$ cat config.mk
export PLATFORM = sky130hd
export DESIGN_NAME = host_bus_master
export DESIGN_NICKNAME = d
export VERILOG_FILES = /design/src/rtl/host_bus_master_pkg.sv /design/src/rtl/host_bus_master.sv
export SDC_FILE = /design/constraint.sdc
export NUM_CORES = 1
export LEC_CHECK = 0
export ABC_CLOCK_PERIOD_IN_PS = 4080
export BUFFER_PORTS_ARGS = -buffer_cell sky130_fd_sc_hd__buf_2
export CORE_MARGIN = 3
export CORE_UTILIZATION = 33
export DETAILED_ROUTE_END_ITERATION = 10
export HOLD_SLACK_MARGIN = 0.08
export SLEW_MARGIN = 20
export SYNTH_ARGS = -nofsm -noshare
export SYNTH_HDL_FRONTEND = slang
export SYNTH_SLANG_ARGS = --single-unit
$ cat constraint.sdc
create_clock -name clk -period 4.08 [get_ports clk]
set_input_delay 0.408 -clock clk [delete_from_list [all_inputs] [get_ports clk]]
set_output_delay 0.408 -clock clk [all_outputs]
set_load 0.1 [all_outputs]
$ cat src/rtl/host_bus_master_pkg.sv
// Shared constants for the 16-bit host register bus: cycle codes on {Sel, Rd_DS, Wr_RW}
// and the initiator state encoding, so initiator and responders agree on the same values.
package host_bus_master_pkg;

    localparam logic [2:0] IDLE_CYC = 3'b111;
    localparam logic [2:0] WR_CYC   = 3'b010;
    localparam logic [2:0] RD_CYC   = 3'b001;

    typedef enum logic [1:0] {
        ST_IDLE   = 2'd0,
        ST_SETUP  = 2'd1,
        ST_STROBE = 2'd2,
        ST_HOLD   = 2'd3
    } bus_state_t;

    function automatic logic [2:0] cycle_code(input logic write);
        return write ? WR_CYC : RD_CYC;
    endfunction

endpackage

$ cat src/rtl/host_bus_master.sv
// Host register bus initiator: one valid/ready command becomes one bus read or write cycle
// and exactly one response pulse; unacknowledged cycles end in a timeout error response.
module host_bus_master
    import host_bus_master_pkg::*;
#(
    parameter int ADDR_W  = 12,
    parameter int DATA_W  = 16,
    parameter int RD_LAT  = 1,
    parameter int TIMEOUT = 15
) (
    input  logic              clk,
    input  logic              rst_n,
    input  logic              cmd_valid,
    output logic              cmd_ready,
    input  logic              cmd_write,
    input  logic [ADDR_W-1:0] cmd_addr,
    input  logic [DATA_W-1:0] cmd_wdata,
    output logic              rsp_valid,
    output logic [DATA_W-1:0] rsp_rdata,
    output logic              rsp_err,
    output logic              BusMode,
    output logic [ADDR_W-1:0] Addr,
    output logic              Sel,
    output logic              Rd_DS,
    output logic              Wr_RW,
    output logic [DATA_W-1:0] DataOut,
    input  logic [DATA_W-1:0] DataIn,
    input  logic              Rdy_Dtack
);

    localparam logic [2:0] LAT_LAST = 3'(RD_LAT > 0 ? RD_LAT - 1 : 0);
    localparam logic [7:0] TO_LAST  = 8'(TIMEOUT - 1);

    bus_state_t  state;
    logic [2:0]  bus_code;
    logic        is_write;
    logic        acked;
    logic [2:0]  lat_cnt;
    logic [7:0]  to_cnt;

    assign BusMode = 1'b1;
    assign {Sel, Rd_DS, Wr_RW} = bus_code;

    // Once acked is set the cycle is committed: Rdy_Dtack is no longer looked at.
    always_ff @(posedge clk) begin
        if (!rst_n) begin
            state     <= ST_IDLE;
            cmd_ready <= 1'b0;
            rsp_valid <= 1'b0;
            rsp_err   <= 1'b0;
            rsp_rdata <= '0;
            Addr      <= '0;
            DataOut   <= '0;
            bus_code  <= IDLE_CYC;
            is_write  <= 1'b0;
            acked     <= 1'b0;
            lat_cnt   <= '0;
            to_cnt    <= '0;
        end else begin
            rsp_valid <= 1'b0;
            case (state)
                ST_IDLE: begin
                    cmd_ready <= 1'b1;
                    if (cmd_valid && cmd_ready) begin
                        is_write  <= cmd_write;
                        Addr      <= cmd_addr;
                        DataOut   <= cmd_wdata;
                        cmd_ready <= 1'b0;
                        state     <= ST_SETUP;
                    end
                end
                ST_SETUP: begin
                    bus_code <= cycle_code(is_write);
                    to_cnt   <= '0;
                    lat_cnt  <= '0;
                    acked    <= 1'b0;
                    state    <= ST_STROBE;
                end
                ST_STROBE: begin
                    if (acked || !Rdy_Dtack) begin
                        if (is_write) begin
                            bus_code  <= IDLE_CYC;
                            rsp_valid <= 1'b1;
                            rsp_err   <= 1'b0;
                            rsp_rdata <= '0;
                            state     <= ST_HOLD;
                        end else if (acked ? (lat_cnt == LAT_LAST) : (RD_LAT == 0)) begin
                            bus_code  <= IDLE_CYC;
                            rsp_valid <= 1'b1;
                            rsp_err   <= 1'b0;
                            rsp_rdata <= DataIn;
                            state     <= ST_HOLD;
                        end else begin
                            acked <= 1'b1;
                            if (acked) begin
                                lat_cnt <= lat_cnt + 3'd1;
                            end
                        end
                    end else if (to_cnt >= TO_LAST) begin
                        bus_code  <= IDLE_CYC;
                        rsp_valid <= 1'b1;
                        rsp_err   <= 1'b1;
                        rsp_rdata <= '0;
                        state     <= ST_HOLD;
                    end else if (to_cnt != 8'hFF) begin
                        to_cnt <= to_cnt + 8'd1;
                    end
                end
                ST_HOLD: begin
                    rsp_err   <= 1'b0;
                    rsp_rdata <= '0;
                    cmd_ready <= 1'b1;
                    state     <= ST_IDLE;
                end
                default: begin
                    bus_code <= IDLE_CYC;
                    state    <= ST_IDLE;
                end
            endcase
        end
    end

endmodule

==> results of run 1 <==
[how the worst max path moves through the flow]
stage          slack (ns)                    endpoint              startpoint  cells after the start
2_1_floorplan        2.01       Addr[10]$_SDFFE_PN0P_  cmd_ready$_SDFFE_PN0P_                      5
3_3_place_gp         1.69  rsp_rdata[15]$_SDFFE_PN0P_   state[0]$_SDFFE_PN0P_                      6
3_5_place_dp         1.58   rsp_rdata[4]$_SDFFE_PN0P_   state[0]$_SDFFE_PN0P_                      6
4_1_cts              1.56  rsp_rdata[12]$_SDFFE_PN0P_   state[0]$_SDFFE_PN0P_                      6
5_1_grt              1.24  rsp_rdata[13]$_SDFFE_PN0P_   state[0]$_SDFFE_PN0P_                      6
6_report             1.59  rsp_rdata[12]$_SDFFE_PN0P_   state[0]$_SDFFE_PN0P_                      6
[flip-flops by register name (all words and copies together), names as in the netlist, 2 cells and up]
| register | cells |
|---|---|
| rsp_rdata | 16 |
| DataOut | 16 |
| to_cnt | 8 |
| lat_cnt | 3 |
| state | 2 |
| Addr | 12 |
| bus_code | 3 |
[stage by stage]
stage          total power, W  cell area (um2)  worst slack (ns)
5_1_grt               0.00220             3280              1.24
3_3_place_gp          0.00159             3080              1.69
2_1_floorplan         0.00147             2540              2.01
4_1_cts               0.00208             3250              1.56
6_report              0.00208             3280              1.59
3_5_place_dp          0.00160             3080              1.58
[worst max-delay path: cells and delay by family, from the launching register on]
| family | cells | cell delay (ns) |
|---|---|---|
| AND/OR/NAND/NOR | 1 | 0.41 |
| buffers and inverters | 2 | 0.34 |
| flip-flops | 1 | 0.34 |
| AO/OA/AOI/OAI | 2 | 0.87 |
| adder cells (fa/ha/maj) | 1 | 0.46 |
[synth_stat cells, types with 2 or more instances]
| cell type | n | area [um2] |
|---|---|---|
| nand2_1 | 70 | 263 |
| dfxtp_1 | 65 | 1300 |
| a21oi_1 | 34 | 170 |
| a22o_1 | 16 | 140 |
| inv_1 | 11 | 41.3 |
| nor2_1 | 10 | 37.5 |
| clkbuf_1 | 9 | 33.8 |
| ha_1 | 8 | 100 |
| nand3_1 | 6 | 30.0 |
| and3_1 | 5 | 31.3 |
| o21ai_0 | 5 | 25.0 |
| buf_1 | 3 | 11.3 |
| mux2i_1 | 3 | 30.0 |
| buf_2 | 2 | 10.0 |
| xnor2_1 | 2 | 17.5 |
[metal layers]
layer  global-route usage  vias up  part of all wire
met3               0.0377        7             0.062
met2                0.236       62              0.48
met1                0.168      997              0.44
met5                    0        -                 0
li1                     -     1150                 -
met4               0.0578        0             0.015
[where the power goes]
part           leakage [nW]  total (W)  switching, W  internal, W
combinational         0.870   0.000847      0.000674     0.000173
sequential            0.527   0.000754     0.0000470     0.000707
clock                0.0891   0.000474      0.000239     0.000235
[cell type report]
class | instances | area share
tap | 99 | 0.0378
multi-input combinational | 187 | 0.339
timing repair buffer | 100 | 0.160
clock buffer | 11 | 0.0431
clock inverter | 5 | 0.00953
sequential | 65 | 0.397
inverter | 12 | 0.0137
[logic make-up (layout without fill, tap and decap cells)]
group,count (synthesis),in the layout,synth area share
adders and majority gates,8,8,0.0394
and+or+nand+nor,102,102,0.186
DFF,65,65,0.512
buffers and inverters,29,128,0.0527
AOI/OAI and AO/OA,70,70,0.186
other,1,1,0.00147
muxes,4,4,0.0162
xor gates and xnor gates,2,2,0.00689
==> results.md, run 1 <==
- Fillers: 774
- Synth unique cells: 47
- Reg2Reg Depth: 6
- Via Count: roughly 2200
- Chip Width: 93.8 um
- Max incr delay on CP: approximately 0.62 ns
- Routability cong.: 0.825
- I/O pin total: 100
- Core Area: 7370 um2
- Peak supply drop: 0.000293 V
- Number of buffers created by CTS: 9
- First-pass GRT wire length: just under 10000 um
- Most frequent cells in the layout: buf_2, nand2_1, dfxtp_1
- Synthesized Nets: 338
- Post-Syn Area: 2540 um2
- Cell depth of the worst hold path: 2
- Yosys warning total: 0
- Starting Density: 0.345
- Ys flop type: dfxtp_1
- Grt total ovfl: 0
- Worst hold slack: 0.287 ns
- Vias/cell: between 4 and 5
- CP max FO: 17
- Worst path cell trace: inv_1 > ha_1 > inv_1 > nor4_1 > o31a_1 > a22o_1
- PwrDens: 633 nW/um2
- Hold Crit Class: input port to flop
- Arrival time at the worst endpoint: 2.76 ns
- Final TNS setup: 0 ns
- Ant diodes: 0
- Mapped Cells: ~280
- Fmax: 402 MHz
- CTS resizes: 0
- Area of the multi-input gates: about 1100 um2
- Critical Path Most Common Cell: inv_1
- Max cap viols: 0
- R2r setup slk: 1.59 ns
- Run status: complete, no violations
- Initial antenna violation count: 0
- Die ar.: 8790 um2
- CP Class: flop to flop
- Hold Vio Cnt, Final: 0
- CTS Buffer Depth: 2
- Pins Over Slew Limit: 0
- Worst reg2reg endpoint: rsp_rdata[12]$_SDFFE_PN0P_
- Tmin final: 2.49 ns
- CTS sink count: 65
- Type of origin of the critical path: flop
- Avg Cell Area, Syn: just over 9 um2
- Largest net degree at the start of global routing: 36
- Post-CTS Repair Setup Buffers: 0
- Hold_buf cts: 0
- Area growth, synth to finish: 29.0%
- Root Buffer: clkbuf_8
- Seq cells post-synth: 65
- Critical path's slowest cell: o31a_1
- Die Y: 93.8 um
- Post-Route Utilization: 0.445
- Tcrit/Tclk final: 0.609
- R2r startpoint: state[0]$_SDFFE_PN0P_
- Placed cells: 462
- Row Count: 31
- CP Capture Type: flop
- Clock skew: 0.00523 ns
- Seq/Total Area, Yosys: 0.512
- Post-route insts no fill: 479
- Vias in the first global route: 2155
- Commonest non-fill, non-tap cell in the layout: buf_2
- DRT antenna net count: 0
- Clk pin slew, worst setup/hold paths: ~0.070 ns
- EDFF count, synth: 0
- Asr flop ratio synth: 0
- Initial DRC Count: 97
- Routed WL: roughly 6000 um
- Tightest Pin Transition: 0.822 ns
- Slew headroom: 0.449
- Pleak: 1.49 nW
- H-tree depth: 3
- Tot GR Track Use: 0.140
- CTS tree: yes
- Final setup fails: 0
- Detailed Place HPWL: 4180 um
- TritonRoute pass-1 iters: 4
- Register Area: 1300 um2
- Clk_lat worst skew: 0.33 ns
- Share of cells above drive strength 1: 0.329
- WL/cell: 12.5 um
- Hold EP: rsp_rdata[15]$_SDFFE_PN0P_
- RSZ-0062 raised after global routing: false
- Layout Nets: 432
- WP data required: 4.35 ns
- Worst hold start: DataIn[15]
- Drc violations: 0
- Port bufs: just under 100
(Power assumes the default switching activity.)
==> inputs of run 2 (changes only) <==
Settings changed: ABC_AREA set to 1, ABC_CLOCK_PERIOD_IN_PS 4080 to 2300.
Clock period 4.08 ns to 2.3 ns, I/O delays scaled along.
==> run 2 against run 1 <==
Clock power increased to 2.6 times the previous value. Non-clock buffer count grew 4. Worst hold slack worse by 0.14 ns. Core utilization is 1.0 points lower. Cell area up 11%. Flip-flop and latch count unchanged. Critical path depth rose by 1. Global-route usage increased by 0.49 points. Die area grew 12%. Critical path type unchanged. Via count rose by 23%. Synthesized cell count up 32%.
==> results.md, run 2 <==
- Run status: complete, no violations
- Part of the power in registers: 0.255
- Top flop regs: DataOut (16), rsp_rdata (16), Addr (12)
- I/O pin total: 100
- Synth area leader: dfxtp_1
- Critical Path Most Common Cell: nand3_1
- Area growth, synth to finish: 26.1%
- Synth unique cells: 28
- R2r startpoint: state[0]$_SDFFE_PN0P_
- Worst path cell trace: inv_1 > ha_1 > nand3_2 > buf_4 > nand3_1 > nand2_1 > nand3_1
- Seq/Total Area, Yosys: 0.453
- Starting Density: 0.345
- Layout Nets: 518
- Drc violations: 0
- Asr flop ratio synth: 0
- Avg Cell Area, Syn: around 7.8 um2
- Core Area: between 8000 and 9000 um2
- CTS Buffer Depth: 2
- Largest net degree at the start of global routing: 40
- Cell with the most instances after synthesis: nand2_1
- Pleak: 1.67 nW
- Clk pin slew, worst setup/hold paths: 0.08 ns
- Seq cells post-synth: 65
- Crit path depth: 7
- Peak supply drop: 0.000596 V
- Fillers: 906
- Hold Vio Cnt, Final: 0
- CP Class: flop to flop
- Ys flop type: dfxtp_1
- WP data required: 2.52 ns
- RSZ-0062 raised after global routing: false
- Fmax: approximately 530 MHz
- Die ar.: 9870 um2
- Delay-heaviest family, CP: simple AND/OR/NAND/NOR gates
- Combinational share of power: 0.542
- R2r setup slk: a little over 0.4 ns
- Tightest Pin Transition: 0.638 ns
- Pins Over Slew Limit: 0
- Port bufs: 98
- Vias in the first global route: 2593
- Worst path bufs/invs: 2
- Initial antenna violation count: 0
- Yosys warning total: 0
- Post-CTS Repair Setup Buffers: 0
- Synth area leaders: dfxtp_1, nand2_1, nand3_1
- Routability cong.: roughly 0.79
- Synthesized Nets: 428
- Worst reg2reg endpoint: bus_code[2]$_SDFFE_PN1P_
- Chip Width: 99.3 um
- Post-synth top area share: 0.453
- Tcrit/Tclk final: 0.820
- Clk_lat worst skew: around 0.34 ns
- Final TNS setup: 0 ns
- CTS tree: yes
- EDFF count, synth: 0
- Cell depth of the worst hold path: 3
- Row Count: 33
- Ant diodes: 0
- CTS sink count: 65
- Routed WL: between 7000 and 8000 um
- Switching pwr: 0.00322 W
- Dpl cell area: 3380 um2
- Via Count: 2735
- Hold Crit Class: input port to flop
- WL/cell: about 12 um
- Tmin final: 1.89 ns
- Final setup fails: 0
- Number of buffers created by CTS: 9
- CTS resizes: 0
- Arrival time at the worst endpoint: 2.11 ns
- Clock network power share: 0.203
- Max incr delay on CP: 0.38 ns
- Critical path's slowest cell: buf_4
- Post-Syn Area: roughly 2900 um2
- Max cap viols: 0
- Internal Pwr Total: 0.00274 W
- H-tree depth: 3
- DRT antenna net count: 0
- Worst hold start: cmd_wdata[3]
- Vias/cell: roughly 4.8
- Share of cells above drive strength 1: 0.292
- Type of origin of the critical path: flop
- Most instantiated cells after synthesis: nand2_1, dfxtp_1, nand3_1
- Tot GR Track Use: 0.145
- Sw frac: 0.541
- Initial DRC Count: 83
- Most frequent cells in the layout: buf_2, nand2_1, dfxtp_1
- Post-Route Utilization: 0.435
- Die Y: 99.3 um
- CP Capture Type: flop
- TritonRoute pass-1 iters: 4
- Reg2Reg Depth: 7
- Root Buffer: clkbuf_8
- First-pass GRT wire length: 11700 um
- Slew headroom: 0.574
- Commonest non-fill, non-tap cell in the layout: buf_2
- Clock skew: 0.0104 ns
- Mapped Cells: 371
- CP max FO: 39
- Hold_buf cts: 0
- Worst hold slack: between 0.1 and 0.15 ns
- Detailed Place HPWL: 4770 um
- Grt total ovfl: 0
- Hold EP: DataOut[3]$_SDFFE_PN0P_
- PwrDens: 1640 nW/um2
- Post-layout instance area: between 3000 and 4000 um2
[run 2: cell count changes after synthesis, moves of 4 or more]
cell	before	now
a22o_1	16	0
and3_1	5	0
buf_6	1	7
buf_2	2	6
nand2_1	70	83
a21oi_1	34	54
nand3_2	0	4
inv_1	11	15
nor2_1	10	29
nor2_4	0	4
nand3_1	6	56
nand4_1	1	6
[run 2: how the worst max path moves through the flow]
stage / startpoint / to / slack, ns
floorplan: cmd_ready$_SDFFE_PN0P_ / Addr[0]$_SDFFE_PN0P_ / 0.47
finish: state[0]$_SDFFE_PN0P_ / bus_code[2]$_SDFFE_PN1P_ / 0.41
global placement: state[0]$_SDFFE_PN0P_ / bus_code[2]$_SDFFE_PN1P_ / 0.50
global route: state[0]$_SDFFE_PN0P_ / bus_code[0]$_SDFFE_PN1P_ / 0.25
CTS: state[0]$_SDFFE_PN0P_ / bus_code[0]$_SDFFE_PN1P_ / 0.41
detailed placement: state[0]$_SDFFE_PN0P_ / bus_code[0]$_SDFFE_PN1P_ / 0.43
[run 2: logic make-up after synthesis]
logic type	after synthesis	synth area share
simple gates	190	0.309
flops	65	0.453
compound gates	64	0.120
buf+inv	42	0.0796
fa+ha+maj	8	0.0348
xor+xnor	1	0.00305
other cells	1	0.00130
[run 2: power by group through the flow]
stage,clock (W),combinational (W),sequential (W)
5_1_grt,0.00129,0.00348,0.00155
4_1_cts,0.00124,0.00324,0.00152
6_report,0.00121,0.00323,0.00152
3_5_place_dp,0,0.00324,0.00154
2_1_floorplan,0,0.00128,0.00307
3_3_place_gp,0,0.00321,0.00154
[run 2: tightest hold or removal path, cell delays in order]
cell     delay (ns)
buf_2          0.09
nand3_1        0.07
a21oi_1        0.06
[run 2: final cells by class]
class / instances / area, um2 / area share
clock buffers: 9 / 124 / 0.0342
clock inverters: 7 / 125 / 0.0345
inverters: 17 / 63.8 / 0.0176
multi-input cells: 264 / 1350 / 0.371
flip-flops and latches: 65 / 1300 / 0.359
well taps: 105 / 131 / 0.0362
repair buffers: 104 / 536 / 0.148
[run 2: stage by stage]
step	worst slack, ns	power, W	cells
after floorplan	0.466	0.00435	371
after global placement	0.496	0.00475	555
after detailed placement	0.430	0.00478	555
after CTS	0.411	0.00601	571
after global routing	0.250	0.00632	571
final	0.413	0.00595	571
[run 2: per-layer routing]
metal | up-vias | GRT usage | routed length [um]
li1 | 1410 | - | -
met5 | - | 0 | 0
met2 | 99 | 0.212 | 3030
met3 | 12 | 0.0519 | 605
met4 | 0 | 0.0725 | 125
met1 | 1214 | 0.188 | 3280
==> inputs of run 3 (changes only) <==
Settings changed: ABC_CLOCK_PERIOD_IN_PS 2300 to 1700.
Clock period 2.3 ns to 1.7 ns, I/O delays scaled along.
==> run 3 against run 2 <==
Power increased by 35%. Via count increased by 0.88%. Clock-buffer cell count increased by 1. Sequential share of layout area decreased by 1.1 points. Flip-flop and latch count unchanged. Sequential power increased by 35%. Non-clock buffer count increased by 15. Clock power increased by 18%. Final cell count increased by 2.6%. Largest power group unchanged.
==> results.md, run 3 (synthesis gave the netlist of run 2 again) <==
- Number of buffers created by CTS: 9
- Arrival time at the worst endpoint: around 1.8 ns
- R2r startpoint: to_cnt[0]$_SDFFE_PN0P_
- Critical path's slowest cell: dfxtp_1
- Fmax: roughly 640 MHz
- Most frequent cells in the layout: buf_2, nand2_1, dfxtp_1
- WL/cell: 12.0 um
- Type of origin of the critical path: flop
- Root Buffer: clkbuf_8
- Row Count: 33
- Clk pin slew, worst setup/hold paths: 0.08 ns
- Pins Over Slew Limit: 0
- Final TNS setup: 0 ns
- Critical Path Most Common Cell: inv_1
- Post-Route Utilization: 0.449
- Peak supply drop: 0.000796 V
- Initial DRC Count: 89
- Via Count: 2759
- CP Capture Type: flop
- Initial antenna violation count: 0
- Vias in the first global route: between 2000 and 3000
- WP data required: 1.93 ns
- RSZ-0062 raised after global routing: false
- Clk_lat worst skew: approximately 0.34 ns
- I/O pin total: 100
- Reg2Reg Depth: 9
- TritonRoute pass-1 iters: 4
- Hold Vio Cnt, Final: 0
- Starting Density: 0.345
- CTS tree: yes
- Final setup fails: 0
- PwrDens: 2140 nW/um2
- Core Area: 8340 um2
- Dpl cell area: 3450 um2
- Tot GR Track Use: 0.151
- Crit path depth: 9
- Fillers: 869
- Critical path origin: to_cnt[0]$_SDFFE_PN0P_
- Ant diodes: 0
- Die ar.: 9870 um2
- Hold Crit Class: input port to flop
- CP endpoint: state[1]$_SDFFE_PN0P_
- Clock skew: ~0.012 ns
- DRT antenna net count: 0
- R2r setup slk: 0.14 ns
- Tmin final: 1.56 ns
- CTS Buffer Depth: 2
- CTS sink count: between 60 and 70
- Worst hold slack: 0.0961 ns
- Chip Width: 99.3 um
- Commonest non-fill, non-tap cell in the layout: buf_2
- Routed WL: 7050 um
- Port bufs: 98
- Detailed Place HPWL: 5120 um
- CP Class: flop to flop
- Worst path cell trace: inv_1 > ha_1 > o21ai_1 > nand3_2 > buf_8 > nand3_1 > nand2_1 > inv_1 > nor2_1
- CP max FO: 27
- Die Y: a little under 100 um
- Worst path bufs/invs: 3
- Run status: complete, no violations
- Layout Nets: ~530
- Vias/cell: 4.71
- Routability cong.: 0.844
- H-tree depth: 3
- Tcrit/Tclk final: 0.919
- Pleak: 1.73 nW
- First-pass GRT wire length: 12400 um
- Drc violations: 0
- Max cap viols: 0
- Share of cells above drive strength 1: 0.299
- Area growth, synth to finish: 30.4%
- Top flop regs: DataOut (16), rsp_rdata (16), Addr (12)
- Post-layout instance area: 3750 um2
- Max incr delay on CP: 0.36 ns
- Largest net degree at the start of global routing: 35
- Delay-heaviest family, CP: simple AND/OR/NAND/NOR gates
- Grt total ovfl: 0
- Worst reg2reg endpoint: state[1]$_SDFFE_PN0P_
## run 3: routing by layer
layer  global-route usage  routed length, um
met5                    0                  0
met1                0.187               3200
met3               0.0540                618
met2                0.244               3150
met4               0.0525                 71
## run 3: worst min-delay path by stage
stage | startpoint | endpoint | cells after the start
final | cmd_wdata[0] | DataOut[0]$_SDFFE_PN0P_ | 3
after global routing | cmd_wdata[1] | DataOut[1]$_SDFFE_PN0P_ | 3
after CTS | cmd_wdata[0] | DataOut[0]$_SDFFE_PN0P_ | 3
after detailed placement | cmd_addr[2] | Addr[2]$_SDFFE_PN0P_ | 3
after global placement | cmd_wdata[13] | DataOut[13]$_SDFFE_PN0P_ | 3
after floorplan | cmd_addr[11] | Addr[11]$_SDFFE_PN0P_ | 2
## run 3: worst reg2reg max path, stage by stage (launching register included)
cell,delay (ns)
dfxtp_1,0.36
inv_1,0.08
ha_1,0.20
o21ai_1,0.20
nand3_2,0.17
buf_8,0.21
nand3_1,0.11
nand2_1,0.06
inv_1,0.05
nor2_1,0.04
## run 3: per-stage QoR
stage          setup slack, ns  total power (W)  std cells
3_5_place_dp            0.0889          0.00661        563
2_1_floorplan            0.200          0.00589        371
3_3_place_gp             0.177          0.00657        563
4_1_cts                 0.0854          0.00809        586
6_report                 0.137          0.00802        586
5_1_grt                0.00206          0.00855        586
## run 3: where the power goes
group          leakage, nW  switching [W]  internal (W)
registers            0.530       0.000183       0.00187
clock network        0.103       0.000602      0.000831
logic                 1.09        0.00354      0.000990
total                 1.73        0.00433       0.00369
## run 3: timing repair
action / 4_1_cts / 5_1_grt
endpoints found under the hold margin: 7 / 0
hold buffers: 7 / 0
resized for setup: 0 / 2
buffers inserted: 0 / 0
endpoints found under the setup margin: 0 / 5
## run 3: final cells by class
class / count / area, um2 / share of cell area
sequential: 65 / 1300 / 0.347
tap: 105 / 131 / 0.0350
timing repair buffer: 119 / 686 / 0.183
multi-input combinational: 264 / 1350 / 0.359
clock inverter: 6 / 92.6 / 0.0247
inverter: 17 / 63.8 / 0.0170
clock buffer: 10 / 128 / 0.0340
